==> config.mk <==
export PLATFORM = sky130hd
export DESIGN_NAME = request_unit_flat
export DESIGN_NICKNAME = d
export VERILOG_FILES = /design/src/rtl/request_unit_if.sv /design/src/rtl/request_unit.sv /design/src/flat_wrapper.sv
export SDC_FILE = /design/constraint.sdc
export NUM_CORES = 1
export LEC_CHECK = 0
export ABC_AREA = 1
export BUFFER_PORTS_ARGS = -buffer_cell sky130_fd_sc_hd__buf_2
export CORE_MARGIN = 2
export CORE_UTILIZATION = 40
export CTS_BUF_LIST = sky130_fd_sc_hd__clkbuf_4 sky130_fd_sc_hd__clkbuf_8
export DETAILED_ROUTE_END_ITERATION = 7
export PLACE_DENSITY = 0.57
export SYNTH_ARGS = -nofsm -noshare
export SYNTH_HDL_FRONTEND = slang
export SYNTH_SLANG_ARGS = --single-unit
==> constraint.sdc <==
create_clock -name CLK -period 2.8 [get_ports CLK]
set_clock_uncertainty 0.05 [all_clocks]
set_input_delay 0.28 -clock CLK [delete_from_list [all_inputs] [get_ports CLK]]
set_output_delay 0.28 -clock CLK [all_outputs]
set_load 0.02 [all_outputs]
==> src/rtl/request_unit_if.sv <==
// request_unit_if: bundles the control-unit request inputs, the I/D cache
// handshake, the coherence snoop and the status outputs of request_unit.
// The master side (control unit / caches / bench) drives the requests and
// hits; the slave side (request_unit) drives the cache enables and status.
interface request_unit_if #(
  parameter int ADDR_W = 32,
  parameter int CNT_W  = 16
);

  // control unit decode
  logic              halt;
  logic              dread;
  logic              dwrite;
  logic              datomic;
  logic [ADDR_W-1:0] daddr;

  // cache responses
  logic              ihit;
  logic              dhit;

  // coherence snoop
  logic              ccinv;
  logic [ADDR_W-1:0] ccsnoopaddr;

  // cache requests and status
  logic              iREN;
  logic              dREN;
  logic              dWEN;
  logic              pc_en;
  logic              halt_o;
  logic              sc_result;
  logic              link_valid;
  logic [CNT_W-1:0]  stall_cnt;

  modport master (
    output halt, dread, dwrite, datomic, daddr,
    output ihit, dhit, ccinv, ccsnoopaddr,
    input  iREN, dREN, dWEN, pc_en, halt_o, sc_result, link_valid, stall_cnt
  );

  modport slave (
    input  halt, dread, dwrite, datomic, daddr,
    input  ihit, dhit, ccinv, ccsnoopaddr,
    output iREN, dREN, dWEN, pc_en, halt_o, sc_result, link_valid, stall_cnt
  );

endinterface

==> src/rtl/request_unit.sv <==
// request_unit: turns decoded memory requests into I/D cache handshakes for a
// single-cycle datapath. One instruction is fetched, optionally followed by a
// data access, and then retired with a one-cycle pc_en strobe. Also owns the
// LL/SC link register (with snoop invalidation) and the sticky halt.
module request_unit #(
  parameter int ADDR_W = 32,
  parameter int CNT_W  = 16
) (
  input  logic          CLK,
  input  logic          RST,
  request_unit_if.slave io_bus
);

  // FSM encoding
  localparam logic [1:0] S_FETCH  = 2'd0;
  localparam logic [1:0] S_MEM    = 2'd1;
  localparam logic [1:0] S_SCFAIL = 2'd2;
  localparam logic [1:0] S_HALT   = 2'd3;

  // state and latched request
  logic [1:0]        r_state;
  logic [1:0]        w_state_next;
  logic              r_dread;
  logic              r_dwrite;
  logic              r_datomic;
  logic [ADDR_W-1:0] r_daddr;

  // link register
  logic              r_link_valid;
  logic [ADDR_W-1:0] r_link_addr;
  logic              w_link_valid_next;
  logic [ADDR_W-1:0] w_link_addr_next;

  // registered status outputs
  logic              r_pc_en;
  logic              w_pc_en_next;
  logic              r_sc_result;
  logic [CNT_W-1:0]  r_stall_cnt;

  // decode helpers
  logic w_fetch_go;
  logic w_mem_op;
  logic w_is_sc;
  logic w_link_match;
  logic w_take_req;
  logic w_mem_done;
  logic w_ll_done;
  logic w_sc_done;
  logic w_sw_done;
  logic w_snoop_hit;

  // An instruction is accepted in FETCH only when the icache delivers it.
  assign w_fetch_go   = (r_state == S_FETCH) && io_bus.ihit;
  assign w_mem_op     = io_bus.dread || io_bus.dwrite;
  // A store with datomic is an SC; a load wins if both strobes ever appear.
  assign w_is_sc      = io_bus.dwrite && io_bus.datomic && !io_bus.dread;
  assign w_link_match = r_link_valid && (r_link_addr == io_bus.daddr);
  assign w_take_req   = w_fetch_go && !io_bus.halt && w_mem_op;

  // Completions are qualified by the latched request, not the live inputs,
  // so the control unit may move on once the instruction has been accepted.
  assign w_mem_done = (r_state == S_MEM) && io_bus.dhit;
  assign w_ll_done  = w_mem_done && r_dread  && r_datomic;
  assign w_sc_done  = w_mem_done && r_dwrite && r_datomic;
  assign w_sw_done  = w_mem_done && r_dwrite && !r_datomic;

  // Next-state logic; halt takes priority over any data request.
  always_comb begin
    w_state_next = r_state;
    case (r_state)
      S_FETCH: begin
        if (io_bus.ihit) begin
          if (io_bus.halt) begin
            w_state_next = S_HALT;
          end else if (w_mem_op) begin
            if (w_is_sc && !w_link_match) begin
              w_state_next = S_SCFAIL;
            end else begin
              w_state_next = S_MEM;
            end
          end
        end
      end
      S_MEM: begin
        if (io_bus.dhit) begin
          w_state_next = S_FETCH;
        end
      end
      S_SCFAIL: begin
        w_state_next = S_FETCH;
      end
      S_HALT: begin
        w_state_next = S_HALT;
      end
      default: begin
        w_state_next = S_FETCH;
      end
    endcase
  end

  // Retire strobe: a non-memory instruction, a finished data access or a
  // failed SC each produce exactly one pc_en cycle after the deciding cycle.
  assign w_pc_en_next = (w_fetch_go && !io_bus.halt && !w_mem_op)
                     || w_mem_done
                     || (r_state == S_SCFAIL);

  // Link register update. The snoop is compared against the address the link
  // will hold after this cycle, so an LL to a different address survives a
  // snoop of the old one, while a snoop of the LL's own address kills it.
  always_comb begin
    w_link_valid_next = r_link_valid;
    w_link_addr_next  = r_link_addr;
    if (w_ll_done) begin
      w_link_valid_next = 1'b1;
      w_link_addr_next  = r_daddr;
    end else if (w_sc_done || (r_state == S_SCFAIL)) begin
      w_link_valid_next = 1'b0;
    end else if (w_sw_done && (r_daddr == r_link_addr)) begin
      w_link_valid_next = 1'b0;
    end
    if (w_snoop_hit) begin
      w_link_valid_next = 1'b0;
    end
  end

  assign w_snoop_hit = io_bus.ccinv && (io_bus.ccsnoopaddr == w_link_addr_next);

  // State register.
  always_ff @(posedge CLK or posedge RST) begin
    if (RST) begin
      r_state <= S_FETCH;
    end else begin
      r_state <= w_state_next;
    end
  end

  // Capture the data request when the instruction is accepted; it stays
  // stable for the whole MEM phase regardless of the control unit inputs.
  always_ff @(posedge CLK or posedge RST) begin
    if (RST) begin
      r_dread   <= 1'b0;
      r_dwrite  <= 1'b0;
      r_datomic <= 1'b0;
      r_daddr   <= '0;
    end else if (w_take_req) begin
      r_dread   <= io_bus.dread;
      r_dwrite  <= io_bus.dwrite && !io_bus.dread;
      r_datomic <= io_bus.datomic;
      r_daddr   <= io_bus.daddr;
    end
  end

  // Link register state.
  always_ff @(posedge CLK or posedge RST) begin
    if (RST) begin
      r_link_valid <= 1'b0;
      r_link_addr  <= '0;
    end else begin
      r_link_valid <= w_link_valid_next;
      r_link_addr  <= w_link_addr_next;
    end
  end

  // Retire strobe and SC outcome; sc_result only changes when an SC retires.
  always_ff @(posedge CLK or posedge RST) begin
    if (RST) begin
      r_pc_en     <= 1'b0;
      r_sc_result <= 1'b0;
    end else begin
      r_pc_en <= w_pc_en_next;
      if (w_sc_done) begin
        r_sc_result <= 1'b1;
      end else if (r_state == S_SCFAIL) begin
        r_sc_result <= 1'b0;
      end
    end
  end

  // Saturating count of cycles spent waiting on the dcache.
  always_ff @(posedge CLK or posedge RST) begin
    if (RST) begin
      r_stall_cnt <= '0;
    end else if ((r_state == S_MEM) && !io_bus.dhit && (r_stall_cnt != '1)) begin
      r_stall_cnt <= r_stall_cnt + CNT_W'(1);
    end
  end

  // Moore cache enables. iREN is masked by RST so it stays low while reset
  // is held and rises as soon as reset is released.
  assign io_bus.iREN       = (r_state == S_FETCH) && !RST;
  assign io_bus.dREN       = (r_state == S_MEM) && r_dread;
  assign io_bus.dWEN       = (r_state == S_MEM) && r_dwrite;
  assign io_bus.halt_o     = (r_state == S_HALT);
  assign io_bus.pc_en      = r_pc_en;
  assign io_bus.sc_result  = r_sc_result;
  assign io_bus.link_valid = r_link_valid;
  assign io_bus.stall_cnt  = r_stall_cnt;

endmodule

==> src/flat_wrapper.sv <==
// flat-port wrapper written by rule: the top's interface ports become plain ports
module request_unit_flat 
#(
  parameter int ADDR_W = 32,
  parameter int CNT_W  = 16
)
  (CLK, RST, io_bus_halt, io_bus_dread, io_bus_dwrite, io_bus_datomic, io_bus_daddr, io_bus_ihit, io_bus_dhit, io_bus_ccinv, io_bus_ccsnoopaddr, io_bus_iREN, io_bus_dREN, io_bus_dWEN, io_bus_pc_en, io_bus_halt_o, io_bus_sc_result, io_bus_link_valid, io_bus_stall_cnt);
  request_unit_if #(.ADDR_W(ADDR_W), .CNT_W(CNT_W)) io_bus_i ();
  input  logic CLK;
  input  logic RST;
  input wire logic [$bits(io_bus_i.halt)-1:0] io_bus_halt;
  input wire logic [$bits(io_bus_i.dread)-1:0] io_bus_dread;
  input wire logic [$bits(io_bus_i.dwrite)-1:0] io_bus_dwrite;
  input wire logic [$bits(io_bus_i.datomic)-1:0] io_bus_datomic;
  input wire logic [$bits(io_bus_i.daddr)-1:0] io_bus_daddr;
  input wire logic [$bits(io_bus_i.ihit)-1:0] io_bus_ihit;
  input wire logic [$bits(io_bus_i.dhit)-1:0] io_bus_dhit;
  input wire logic [$bits(io_bus_i.ccinv)-1:0] io_bus_ccinv;
  input wire logic [$bits(io_bus_i.ccsnoopaddr)-1:0] io_bus_ccsnoopaddr;
  output wire logic [$bits(io_bus_i.iREN)-1:0] io_bus_iREN;
  output wire logic [$bits(io_bus_i.dREN)-1:0] io_bus_dREN;
  output wire logic [$bits(io_bus_i.dWEN)-1:0] io_bus_dWEN;
  output wire logic [$bits(io_bus_i.pc_en)-1:0] io_bus_pc_en;
  output wire logic [$bits(io_bus_i.halt_o)-1:0] io_bus_halt_o;
  output wire logic [$bits(io_bus_i.sc_result)-1:0] io_bus_sc_result;
  output wire logic [$bits(io_bus_i.link_valid)-1:0] io_bus_link_valid;
  output wire logic [$bits(io_bus_i.stall_cnt)-1:0] io_bus_stall_cnt;
  assign io_bus_i.halt = io_bus_halt;
  assign io_bus_i.dread = io_bus_dread;
  assign io_bus_i.dwrite = io_bus_dwrite;
  assign io_bus_i.datomic = io_bus_datomic;
  assign io_bus_i.daddr = io_bus_daddr;
  assign io_bus_i.ihit = io_bus_ihit;
  assign io_bus_i.dhit = io_bus_dhit;
  assign io_bus_i.ccinv = io_bus_ccinv;
  assign io_bus_i.ccsnoopaddr = io_bus_ccsnoopaddr;
  assign io_bus_iREN = io_bus_i.iREN;
  assign io_bus_dREN = io_bus_i.dREN;
  assign io_bus_dWEN = io_bus_i.dWEN;
  assign io_bus_pc_en = io_bus_i.pc_en;
  assign io_bus_halt_o = io_bus_i.halt_o;
  assign io_bus_sc_result = io_bus_i.sc_result;
  assign io_bus_link_valid = io_bus_i.link_valid;
  assign io_bus_stall_cnt = io_bus_i.stall_cnt;
  request_unit #(.ADDR_W(ADDR_W), .CNT_W(CNT_W)) u_core (.CLK(CLK), .RST(RST), .io_bus(io_bus_i));
endmodule
After elaboration in Yosys (flattened, before gate mapping)
Index checks and enable logic that the tools add are counted.

Register bits: 88. Word-level logic and storage cells: 71. Input port bits: 73.

Muxes and demuxes: 13. Equal/unequal tests: 10. Reduce and logical (&&, ||, !) cells: 37. $add $sub $neg: 1.

Operator list (count): $eq A32 B32 Y1 (3); $mux W32 (1); $logic_and A1 B1 Y1 (22); $add A16 B1 Y16 const B (1); $ne A16 B16 Y1 const B (1); $mux W2 (5); $pmux W2 S4 (1); $logic_not A1 Y1 (7); $mux W1 (6); $eq A2 B2 Y1 const B (2); $logic_or A1 B1 Y1 (4); $ne A2 B2 Y1 const B (2); $reduce_bool A4 Y1 (1); $ne A3 B2 Y1 const B (1); $reduce_and A3 Y1 (1); $eq A2 B1 Y1 const B (1); $logic_not A2 Y1 (1); $reduce_bool A2 Y1 (1).

Logic depth before layout (Yosys ltp)
Gate-level depths: netlist of run 1.

Depth after elaboration: 9. Gate-level depth with buffers: 14.

Worst setup path after synthesis of run 1
OpenSTA, ideal clock, no wires.

Path kind: register -> register. From: register u_core.r_state[1]. To: register u_core.r_daddr[2]. Cell stages (with the launch flop): 6. Buffers on the path: 1. Clock period less this slack: 1.776 ns. Setup slack: 1.024 ns. Data arrival time: 1.602 ns. Cell sequence: dfrtp_1 -> nor2_1 -> inv_1 -> nor4_4 -> buf_2 -> mux2_2.

Longest elaborated chain between the ends: 4.

Ends and longest elaborated chain: start, declared (RTL line request_unit.sv:21) `logic [1:0] r_state;`; start signal, assigned (RTL line request_unit.sv:133) `r_state <= w_state_next;`; $logic_not A2 Y1 (RTL line request_unit.sv:53) `assign w_fetch_go = (r_state == S_FETCH) && io_bus.ihit;`; $logic_and A1 B1 Y1 (RTL line request_unit.sv:53); $logic_and A1 B1 Y1 (2 in series) (RTL line request_unit.sv:58) `assign w_take_req = w_fetch_go && !io_bus.halt && w_mem_op;`; end signal, assigned (RTL line request_unit.sv:149) `r_daddr <= io_bus.daddr;`; end, declared (RTL line request_unit.sv:26) `logic [ADDR_W-1:0] r_daddr;`.

Every way passes these cells. A chain may end at the register's enable or synchronous reset.

Final worst setup path of run 1
From: register u_core.r_state[0]. To: register u_core.r_link_valid (netlist: u_core.io_bus.link_valid).

Longest elaborated chain between the ends: 8. Elaborated cells on any way between the ends: 17. Those cells by class: 3 x eq/ne; 4 x mux; 10 x reduce/logical.

Ends and longest elaborated chain: $eq A2 B1 Y1 * (RTL line request_unit.sv:62) `assign w_mem_done = (r_state == S_MEM) && io_bus.dhit;`; $logic_and A1 B1 Y1 * (RTL line request_unit.sv:62); $logic_and A1 B1 Y1 * (2 in series) (RTL line request_unit.sv:63) `assign w_ll_done = w_mem_done && r_dread && r_datomic;`; $mux W32 * (RTL line request_unit.sv:113) `if (w_ll_done) begin`; named net u_core.w_link_addr_next[12] (RTL line request_unit.sv:32) `logic [ADDR_W-1:0] w_link_addr_next;`; $eq A32 B32 Y1 * (RTL line request_unit.sv:126) `assign w_snoop_hit = io_bus.ccinv && (io_bus.ccsnoopaddr == w_link_addr_next);`; $logic_and A1 B1 Y1 * (RTL line request_unit.sv:126); $reduce_bool A4 Y1 (no source line) / $mux W1 (equally long branches); end signal, assigned (RTL line request_unit.sv:159) `r_link_valid <= w_link_valid_next;`; end, declared (RTL line request_unit.sv:29) `logic r_link_valid;`.

Mark *: on every way through the listed nets, which the timed path passes. The rest lies on a longest branch.

==> tab_implementation.tex, run 1 <==
\begin{tabular}{lr}
\hline
Metric & Value \\
\hline
\multicolumn{2}{l}{\textbf{Timing}} \\
\quad Worst slew margin relative to its limit & 61.7\% \\
\quad Number of hold violations in the final report & 0 \\
\quad Final count of pins violating max slew & 0 \\
\quad Transition time of the tightest slew-check pin & 0.575 ns \\
\quad Max Clk Rate & 428 MHz \\
\quad Part of the cycle the worst path needs & 83.5\% \\
\quad Fin Setup TNS & 0 ns \\
\quad Unrepaired setup endpoints after global routing & false \\
\quad Endpoints failing setup & 0 \\
\quad Hold slack final & 0.0831 ns \\
\quad Minimum clock period after layout & 2.34 ns \\
\multicolumn{2}{l}{\textbf{Global routing}} \\
\quad Number of global-route vias before repair & 4698 \\
\quad Total track usage & 22.1\% \\
\quad Wire length of the first global-routing pass & 24.1 mm \\
\quad Largest net degree at the start of global routing & 65 \\
\quad Number of antenna violations at the first check in global routing & 0 \\
\quad Total congestion overflow & 0 \\
\multicolumn{2}{l}{\textbf{Pwr}} \\
\quad Cell leakage power & 3.17 nW \\
\quad Power per cell area & 945 mW/mm² \\
\quad IR Drop Worst-Case VDD & 0.364 mV \\
\multicolumn{2}{l}{\textbf{Floorplan}} \\
\quad Die width & 118 µm \\
\quad Area of the die & 0.0140 mm² \\
\quad FP Rows & 41 \\
\quad Height of the chip & 118 µm \\
\quad Core Box Area & 0.0127 mm² \\
\quad Number of primary I/O pins & 96 \\
\quad Initial core utilization & 41.1\% \\
\multicolumn{2}{l}{\textbf{Synth}} \\
\quad Most frequently used flop master after synthesis & sky130\_fd\_sc\_hd\_\_dfrtp\_1 \\
\quad Number of enable flip-flop cells after synthesis & 0 \\
\quad Synth unique cells & 37 \\
\quad Cell with the most instances after synthesis & sky130\_fd\_sc\_hd\_\_nand2\_1 \\
\quad Mean instance size in the synthesized netlist & 7.49 µm² \\
\quad Post-Syn Instances & 696 \\
\quad Area share of the largest cell type after synthesis & 42.3\% \\
\quad \#FFs+latches synth & 88 \\
\quad Most area-hungry cell type in the Yosys netlist & sky130\_fd\_sc\_hd\_\_dfrtp\_1 \\
\quad Post-Syn Area & 0.00521 mm² \\
\quad Register area share after synthesis & 42.3\% \\
\quad Largest cells by area after synthesis & sky130\_fd\_sc\_hd\_\_dfrtp\_1 (42\%), sky130\_fd\_sc\_hd\_\_nand2\_1 (16\%), sky130\_fd\_sc\_hd\_\_inv\_1 (6.7\%) \\
\quad Post-synthesis async set-or-reset flop share & 100\% \\
\quad Syn. warnings & 0 \\
\quad Leading post-synthesis cells by instance count & sky130\_fd\_sc\_hd\_\_nand2\_1 (221), sky130\_fd\_sc\_hd\_\_inv\_1 (93), sky130\_fd\_sc\_hd\_\_dfrtp\_1 (88), sky130\_fd\_sc\_hd\_\_nor2\_1 (58), sky130\_fd\_sc\_hd\_\_nand3\_1 (41) \\
\quad Number of nets in the synthesized netlist & 770 \\
\multicolumn{2}{l}{\textbf{Worst setup path}} \\
\quad Max FO, Critical Path & 14 \\
\quad WS Path Type & reg -> reg \\
\quad Crit-path slowest cell & sky130\_fd\_sc\_hd\_\_dfrtp\_1 \\
\quad Cells on worst reg2reg path & 11 \\
\quad Slowest cell delay on critical path & 0.46 ns \\
\quad Kind of launch point of the worst setup path & flop \\
\quad Sort of element at the end of the critical path & flop \\
\quad Crit path launch & u\_core.r\_state[0] \\
\quad Worst endpoint required time & 3.02 ns \\
\quad Last element of the critical path & u\_core.io\_bus.link\_valid \\
\quad Source of the worst register-to-register timing path & u\_core.r\_state[0] \\
\quad Cell mode on critical path & sky130\_fd\_sc\_hd\_\_nor2\_1 \\
\quad Arrival @ worst endpoint & 2.56 ns \\
\quad Worst flop-to-flop path endpoint & u\_core.io\_bus.link\_valid \\
\quad Ordered list of cells on the worst path & inv\_2 > nor2\_4 > nand3\_4 > buf\_4 > o21ai\_1 > or2\_0 > nand3\_1 > nor2\_1 > nand3\_1 > nor2\_1 > nor2\_1 \\
\quad Minimum setup slack among reg-to-reg paths & 0.46 ns \\
\multicolumn{2}{l}{\textbf{CTS}} \\
\quad Number of post-CTS setup repair buffers & 0 \\
\quad Longest Clk Path Bufs & 2 \\
\quad Number of buffers created by CTS & 9 \\
\quad CTS Root Buffer Type & sky130\_fd\_sc\_hd\_\_clkbuf\_8 \\
\quad Clock insertion delay at the later pin of the skew report & 0.37 ns \\
\quad Cts-stage hold buffer count & 1 \\
\quad Resized Gates After CTS & 0 \\
\quad H-tree lvl count & 3 \\
\quad TritonCTS Sinks & 88 \\
\quad Clock slew seen by the registers of the worst setup and hold paths & 0.09 ns \\
\quad CTS tree & done \\
\multicolumn{2}{l}{\textbf{Route}} \\
\quad Vias per cell & 4.90 \\
\quad 1st-iter DRT viols & 275 \\
\quad Vias after detailed routing & 4773 \\
\quad DRT Wirelength & 14.6 mm \\
\quad Detailed-route wire length per cell & 14.9 µm \\
\quad Router iterations before antenna repair & 4 \\
\quad Count of nets left with antenna violations after detail routing & 0 \\
\quad Remaining design rule violation count & 0 \\
\multicolumn{2}{l}{\textbf{Layout}} \\
\quad Fraction of final layout cells with drive strength greater than 1 & 21.3\% \\
\quad Post-route cell area & 0.00611 mm² \\
\quad Total Nets Final & 872 \\
\quad Ant. Diodes & 0 \\
\quad Area growth syn-to-layout & 17.2\% \\
\multicolumn{2}{l}{\textbf{Place}} \\
\quad Gpl congestion & 0.899 \\
\quad I/O Buffers & 95 \\
\quad Cell area reported after detailed placement & 0.00587 mm² \\
\quad Hpwl dp & 11.3 mm \\
\multicolumn{2}{l}{\textbf{Min path}} \\
\quad Kind of path behind the tightest hold check & in -> reg \\
\quad Worst min-delay path startpoint & io\_bus\_daddr[26] \\
\multicolumn{2}{l}{\textbf{Outcome}} \\
\quad Run status & finished clean \\
\multicolumn{2}{l}{\textbf{Run}} \\
\quad Max-cap viol count & 0 \\
\hline
\end{tabular}
[sequential cells by signal, indices dropped and copies added (netlist names), 2 cells and up]
register,flops
u_core.io_bus.stall_cnt,16
u_core.r_daddr,32
u_core.r_link_addr,32
u_core.r_state,2
[worst min-delay path by stage]
stage,end,slack (ns),cells after the start
floorplan,u_core.r_daddr[0],0.35,2
global placement,u_core.r_state[0],0.27,2
detailed placement,u_core.io_bus.pc_en,0.27,2
CTS,u_core.r_daddr[26],0.07,3
global route,u_core.r_daddr[6],0.08,3
finish,u_core.r_daddr[26],0.08,3
[logic make-up (layout without fill, tap and decap cells)]
family	Yosys count	count (layout)	share of synthesized area, %
compound gates	69	69	7.71
xor+xnor	41	41	6.89
fa+ha+maj	1	1	0.240
buf+inv	108	215	8.74
flops	88	88	42.3
mux	6	6	1.30
simple gates	383	383	32.9
[cell type report]
type                            count  area [µm²]
Timing Repair Buffer              103         551
Multi-Input combinational cell    500        2550
Sequential cell                    88        2200
Clock buffer                       11         145
Inverter                           96         362
Tap cell                          172         215
Clock inverter                      5        80.1
Fill cell                        1308        6560
[layout by cell type (no fill, tap or decap), types with 3 or more instances in the layout]
master	n
sky130_fd_sc_hd__o21ai_0	37
sky130_fd_sc_hd__dfrtp_1	88
sky130_fd_sc_hd__mux2_2	6
sky130_fd_sc_hd__o21ai_2	8
sky130_fd_sc_hd__nor2_1	58
sky130_fd_sc_hd__buf_2	95
sky130_fd_sc_hd__o21ai_1	3
sky130_fd_sc_hd__nand3b_1	7
sky130_fd_sc_hd__nand2_4	3
sky130_fd_sc_hd__xnor2_1	26
sky130_fd_sc_hd__a21oi_1	5
sky130_fd_sc_hd__or2_2	3
sky130_fd_sc_hd__nand4_1	13
sky130_fd_sc_hd__nand2_2	23
sky130_fd_sc_hd__nand2_1	221
sky130_fd_sc_hd__nand3_1	41
sky130_fd_sc_hd__buf_4	6
sky130_fd_sc_hd__inv_2	3
sky130_fd_sc_hd__clkbuf_8	10
sky130_fd_sc_hd__inv_1	92
sky130_fd_sc_hd__xor2_1	15
sky130_fd_sc_hd__o22ai_1	13
sky130_fd_sc_hd__nor3_1	5
[power breakdown]
group          switching (mW)  internal, mW  total [mW]
registers               0.534          1.79        2.33
logic                    1.51         0.920        2.43
clock network           0.481         0.536        1.02
total                    2.52          3.25        5.77
[worst max-delay path, delay by kind of cell (launching register included)]
| kind | cells | cell delay [ns] |
|---|---|---|
| AO/OA/AOI/OAI | 1 | 0.36 |
| flip-flops | 1 | 0.46 |
| AND/OR/NAND/NOR | 8 | 0.98 |
| buffers and inverters | 2 | 0.37 |
[stage by stage]
stage | std cells | setup slack [ns] | power (mW) | utilization [%]
after floorplan | 696 | 0.191 | 4.00 | -
final | 975 | 0.463 | 5.77 | 48.2
after detailed placement | 958 | 0.513 | 4.77 | 46.4
after global routing | 975 | 0.227 | 6.28 | 48.2
after global placement | 958 | 0.515 | 4.72 | 46.4
after CTS | 975 | 0.500 | 5.81 | 48.2
[metal layers]
layer	wire length, µm	global-route usage, %	share of wire (%)
met5	0	0	0
met4	248	7.23	1.7
met3	664	2.94	4.6
met2	6860	35.8	47
met1	6800	30.5	47
Note: power is estimated with default switching activity, not from simulation.
==> run 2, diff against run 1 <==
--- a/config.mk
+++ b/config.mk
@@ -11,7 +11,7 @@
 export CORE_UTILIZATION = 40
 export CTS_BUF_LIST = sky130_fd_sc_hd__clkbuf_4 sky130_fd_sc_hd__clkbuf_8
 export DETAILED_ROUTE_END_ITERATION = 7
-export PLACE_DENSITY = 0.57
+export PLACE_DENSITY = 0.59
 export SYNTH_ARGS = -nofsm -noshare
 export SYNTH_HDL_FRONTEND = slang
 export SYNTH_SLANG_ARGS = --single-unit
==> constraint.sdc (replaced) <==
create_clock -name CLK -period 1.87 [get_ports CLK]
set_clock_uncertainty 0.05 [all_clocks]
set_input_delay 0.187 -clock CLK [delete_from_list [all_inputs] [get_ports CLK]]
set_output_delay 0.187 -clock CLK [all_outputs]
set_load 0.02 [all_outputs]
==> run 2 against run 1 <==
Setup slack worse by 0.52 ns. Design area is 14% higher. Clock power is 51% higher. Global-route usage is 0.58 points higher. Wire length is 7.8% higher. The run now ends with negative setup slack left. Combinational power is 73% higher. Sequential power is 51% higher.
==> tab_implementation.tex, run 2 (synthesis gave the netlist of run 1 again) <==
\begin{tabular}{lr}
\hline
Metric & Value \\
\hline
\multicolumn{2}{l}{\textbf{Outcome}} \\
\quad Run status & finished with violations (was finished clean) \\
\quad Violated checks & negative setup slack \\
\multicolumn{2}{l}{\textbf{Place}} \\
\quad Hpwl dp & 11.4 mm (was 11.3 mm) \\
\quad I/O Buffers & 95 (unchanged) \\
\quad Cell area reported after detailed placement & 0.00610 mm² (was 0.00587 mm²) \\
\quad Gpl congestion & 0.897 (was 0.899) \\
\quad Worst-case setup slack after placement & -0.182 ns (was 0.513 ns) \\
\multicolumn{2}{l}{\textbf{Global routing}} \\
\quad GR Util met1 & 31.3\% (was 30.5\%) \\
\quad Number of antenna violations at the first check in global routing & 0 (unchanged) \\
\quad Layer carrying the most global-route usage & met2 (unchanged) \\
\quad Largest net degree at the start of global routing & 48 (was 65) \\
\quad Number of global-route vias before repair & 4926 (was 4698) \\
\quad Total congestion overflow & 0 (unchanged) \\
\quad GR met3 Demand/Resource & 3.72\% (was 2.94\%) \\
\quad Met2 usage & 35.8\% (about the same) \\
\quad Total track usage & 22.6\% (was 22.1\%) \\
\quad Wire length of the first global-routing pass & 24.9 mm (was 24.1 mm) \\
\multicolumn{2}{l}{\textbf{Pwr}} \\
\quad Switching component of the power & 3.99 mW (was 2.52 mW) \\
\quad Cell leakage power & 3.54 nW (was 3.17 nW) \\
\quad IR Drop Worst-Case VDD & 0.500 mV (was 0.364 mV) \\
\quad Part of the total power dissipated in combinational logic & 45.4\% (was 42.1\%) \\
\quad Sequential Power Share & 38.0\% (was 40.3\%) \\
\quad Clock power share & 16.6\% (was 17.6\%) \\
\quad Power per cell area & 1330 mW/mm² (was 945 mW/mm²) \\
\quad Sw Ratio & 43.1\% (was 43.7\%) \\
\quad Internal portion of total power & 5.26 mW (was 3.25 mW) \\
\multicolumn{2}{l}{\textbf{Route}} \\
\quad Remaining design rule violation count & 0 (unchanged) \\
\quad Count of nets left with antenna violations after detail routing & 0 (unchanged) \\
\quad Router iterations before antenna repair & 7 (was 4) \\
\quad Detailed-route wire length per cell & 15.2 µm (was 14.9 µm) \\
\quad 1st-iter DRT viols & 380 (was 275) \\
\quad Vias per cell & 4.92 (was 4.90) \\
\quad DRT Wirelength & 15.7 mm (was 14.6 mm) \\
\quad Vias after detailed routing & 5093 (was 4773) \\
\multicolumn{2}{l}{\textbf{Floorplan}} \\
\quad Die width & 118 µm (unchanged) \\
\quad Height of the chip & 118 µm (unchanged) \\
\quad Number of primary I/O pins & 96 (unchanged) \\
\quad FP Rows & 41 (unchanged) \\
\quad Area of the die & 0.0140 mm² (unchanged) \\
\quad Initial core utilization & 41.1\% (unchanged) \\
\quad Core Box Area & 0.0127 mm² (unchanged) \\
\multicolumn{2}{l}{\textbf{Layout}} \\
\quad Final core occ & 55.0\% (was 48.2\%) \\
\quad Number of fill cells & 1254 (was 1308) \\
\quad Ant. Diodes & 0 (unchanged) \\
\quad Highest-count cells in the layout ignoring fill and taps & sky130\_fd\_sc\_hd\_\_nand2\_1 (211), sky130\_fd\_sc\_hd\_\_buf\_2 (95), sky130\_fd\_sc\_hd\_\_inv\_1 (90), sky130\_fd\_sc\_hd\_\_dfrtp\_1 (87), sky130\_fd\_sc\_hd\_\_nor2\_1 (49) (was sky130\_fd\_sc\_hd\_\_nand2\_1 (221), sky130\_fd\_sc\_hd\_\_buf\_2 (95), sky130\_fd\_sc\_hd\_\_inv\_1 (92), sky130\_fd\_sc\_hd\_\_dfrtp\_1 (88), sky130\_fd\_sc\_hd\_\_nor2\_1 (58)) \\
\quad Post-route cell area & 0.00697 mm² (was 0.00611 mm²) \\
\quad Total Nets Final & 932 (was 872) \\
\quad Fraction of final layout cells with drive strength greater than 1 & 27.0\% (was 21.3\%) \\
\quad Leading cell type in the layout, fill and taps excluded & sky130\_fd\_sc\_hd\_\_nand2\_1 (unchanged) \\
\quad Area growth syn-to-layout & 33.8\% (was 17.2\%) \\
\quad Area of the multi-input gates & 0.00266 mm² (was 0.00255 mm²) \\
\quad Register area & 0.00220 mm² (about the same) \\
\multicolumn{2}{l}{\textbf{Timing}} \\
\quad Max Clk Rate & 520 MHz (was 428 MHz) \\
\quad Minimum clock period after layout & 1.92 ns (was 2.34 ns) \\
\quad Worst Slack Setup Final & -0.0538 ns (was 0.463 ns) \\
\quad Number of hold violations in the final report & 0 (unchanged) \\
\quad Fin Setup TNS & -0.216 ns (was 0 ns) \\
\quad Part of the cycle the worst path needs & 103\% (was 83.5\%) \\
\quad Unrepaired setup endpoints after global routing & true (was false) \\
\quad Endpoints failing setup & 11 (was 0) \\
\quad Worst slew margin relative to its limit & 77.2\% (was 61.7\%) \\
\quad Transition time of the tightest slew-check pin & 0.338 ns (was 0.575 ns) \\
\quad Final count of pins violating max slew & 0 (unchanged) \\
\multicolumn{2}{l}{\textbf{CTS}} \\
\quad TritonCTS Sinks & 88 (unchanged) \\
\quad CTS Root Buffer Type & sky130\_fd\_sc\_hd\_\_clkbuf\_8 (unchanged) \\
\quad Number of buffers created by CTS & 9 (unchanged) \\
\quad Clock slew seen by the registers of the worst setup and hold paths & 0.10 ns (was 0.09 ns) \\
\quad CTS tree & done (unchanged) \\
\quad H-tree lvl count & 3 (unchanged) \\
\quad Clock insertion delay at the later pin of the skew report & 0.38 ns (was 0.37 ns) \\
\quad Longest Clk Path Bufs & 2 (unchanged) \\
\multicolumn{2}{l}{\textbf{Worst setup path}} \\
\quad Minimum setup slack among reg-to-reg paths & -0.05 ns (was 0.46 ns) \\
\quad Ordered list of cells on the worst path & buf\_4 > nor2\_4 > inv\_2 > nor4\_4 > buf\_6 > clkbuf\_16 > mux2\_2 (was inv\_2 > nor2\_4 > nand3\_4 > buf\_4 > o21ai\_1 > or2\_0 > nand3\_1 > nor2\_1 > nand3\_1 > nor2\_1 > nor2\_1) \\
\quad Slowest cell delay on critical path & 0.44 ns (was 0.46 ns) \\
\quad Kind of launch point of the worst setup path & flop (unchanged) \\
\quad Sort of element at the end of the critical path & flop (unchanged) \\
\quad Crit-path slowest cell & sky130\_fd\_sc\_hd\_\_dfrtp\_1 (unchanged) \\
\quad Worst endpoint required time & 2.09 ns (was 3.02 ns) \\
\quad Arrival @ worst endpoint & 2.15 ns (was 2.56 ns) \\
\quad WS Path Type & reg -> reg (unchanged) \\
\quad Max FO, Critical Path & 8 (was 14) \\
\multicolumn{2}{l}{\textbf{Min path}} \\
\quad Kind of path behind the tightest hold check & in -> reg (unchanged) \\
\multicolumn{2}{l}{\textbf{Run}} \\
\quad Max-cap viol count & 0 (unchanged) \\
\hline
\end{tabular}
## run 2: cell count changes in the layout (fill, tap and decap cells not counted), moves of 7 or more
cell                            before  now
sky130_fd_sc_hd__dlygate4sd3_1       1   23
sky130_fd_sc_hd__nor2_1             58   49
sky130_fd_sc_hd__nand2_2            23   30
sky130_fd_sc_hd__buf_12              1    9
sky130_fd_sc_hd__buf_4               6   25
sky130_fd_sc_hd__nand2_1           221  211
## run 2: area by class of cell
type / instances / share of cell area [%]
Clock buffer: 11 / 2.08
Sequential cell: 88 / 31.6
Inverter: 96 / 5.26
Multi-Input combinational cell: 500 / 38.1
Timing Repair Buffer: 163 / 18.7
Tap cell: 172 / 3.09
Clock inverter: 5 / 1.15
## run 2: power by group through the flow
stage,clock (mW),sequential (mW),combinational (mW)
after global routing,1.65,3.61,4.71
after CTS,1.58,3.48,3.95
after detailed placement,0,3.50,3.77
after floorplan,0,3.38,2.61
final,1.54,3.51,4.20
after global placement,0,3.48,3.72
## run 2: critical path: cells and delay by family (launching register included)
family / cells / cell delay [ns]
flops: 1 / 0.44
mux: 1 / 0.33
buf+inv: 4 / 0.59
simple gates: 2 / 0.39
## run 2: final timing paths
kind | start | to | cells past startpoint
setup / recovery | u_core.r_state[0] | u_core.r_daddr[3] | 7
hold / removal | io_bus_daddr[18] | u_core.r_daddr[18] | 2
setup reg to reg | u_core.r_state[0] | u_core.r_daddr[3] | 7
hold reg to reg | u_core.io_bus.sc_result | u_core.io_bus.sc_result | 2
max in group asynchronous | RST | u_core.r_link_addr[5] | 4
min in group asynchronous | RST | u_core.r_daddr[23] | 4
## run 2: layer usage
layer	up-vias	share of wire, %
met5	-	0
met4	0	2.2
met3	24	6.4
met2	179	46
met1	2379	45
li1	2511	-
## run 2: repair_timing
action,in CTS,in global routing
setup buffers,5,8
resized for setup,15,34
pin swaps,5,9
gates cloned,1,5
endpoints found under the hold margin,110,0
hold buffers,23,0
endpoints found under the setup margin,5,43
## run 2: through the flow
| stage | hold WS (ns) | cells | power, mW |
|---|---|---|---|
| 6_report | 0.0153 | 1035 | 9.25 |
| 4_1_cts | 0.00430 | 1023 | 9.01 |
| 2_1_floorplan | 0.258 | 696 | 5.99 |
| 3_3_place_gp | 0.257 | 978 | 7.21 |
| 5_1_grt | 0.0193 | 1035 | 9.97 |
| 3_5_place_dp | 0.258 | 978 | 7.28 |
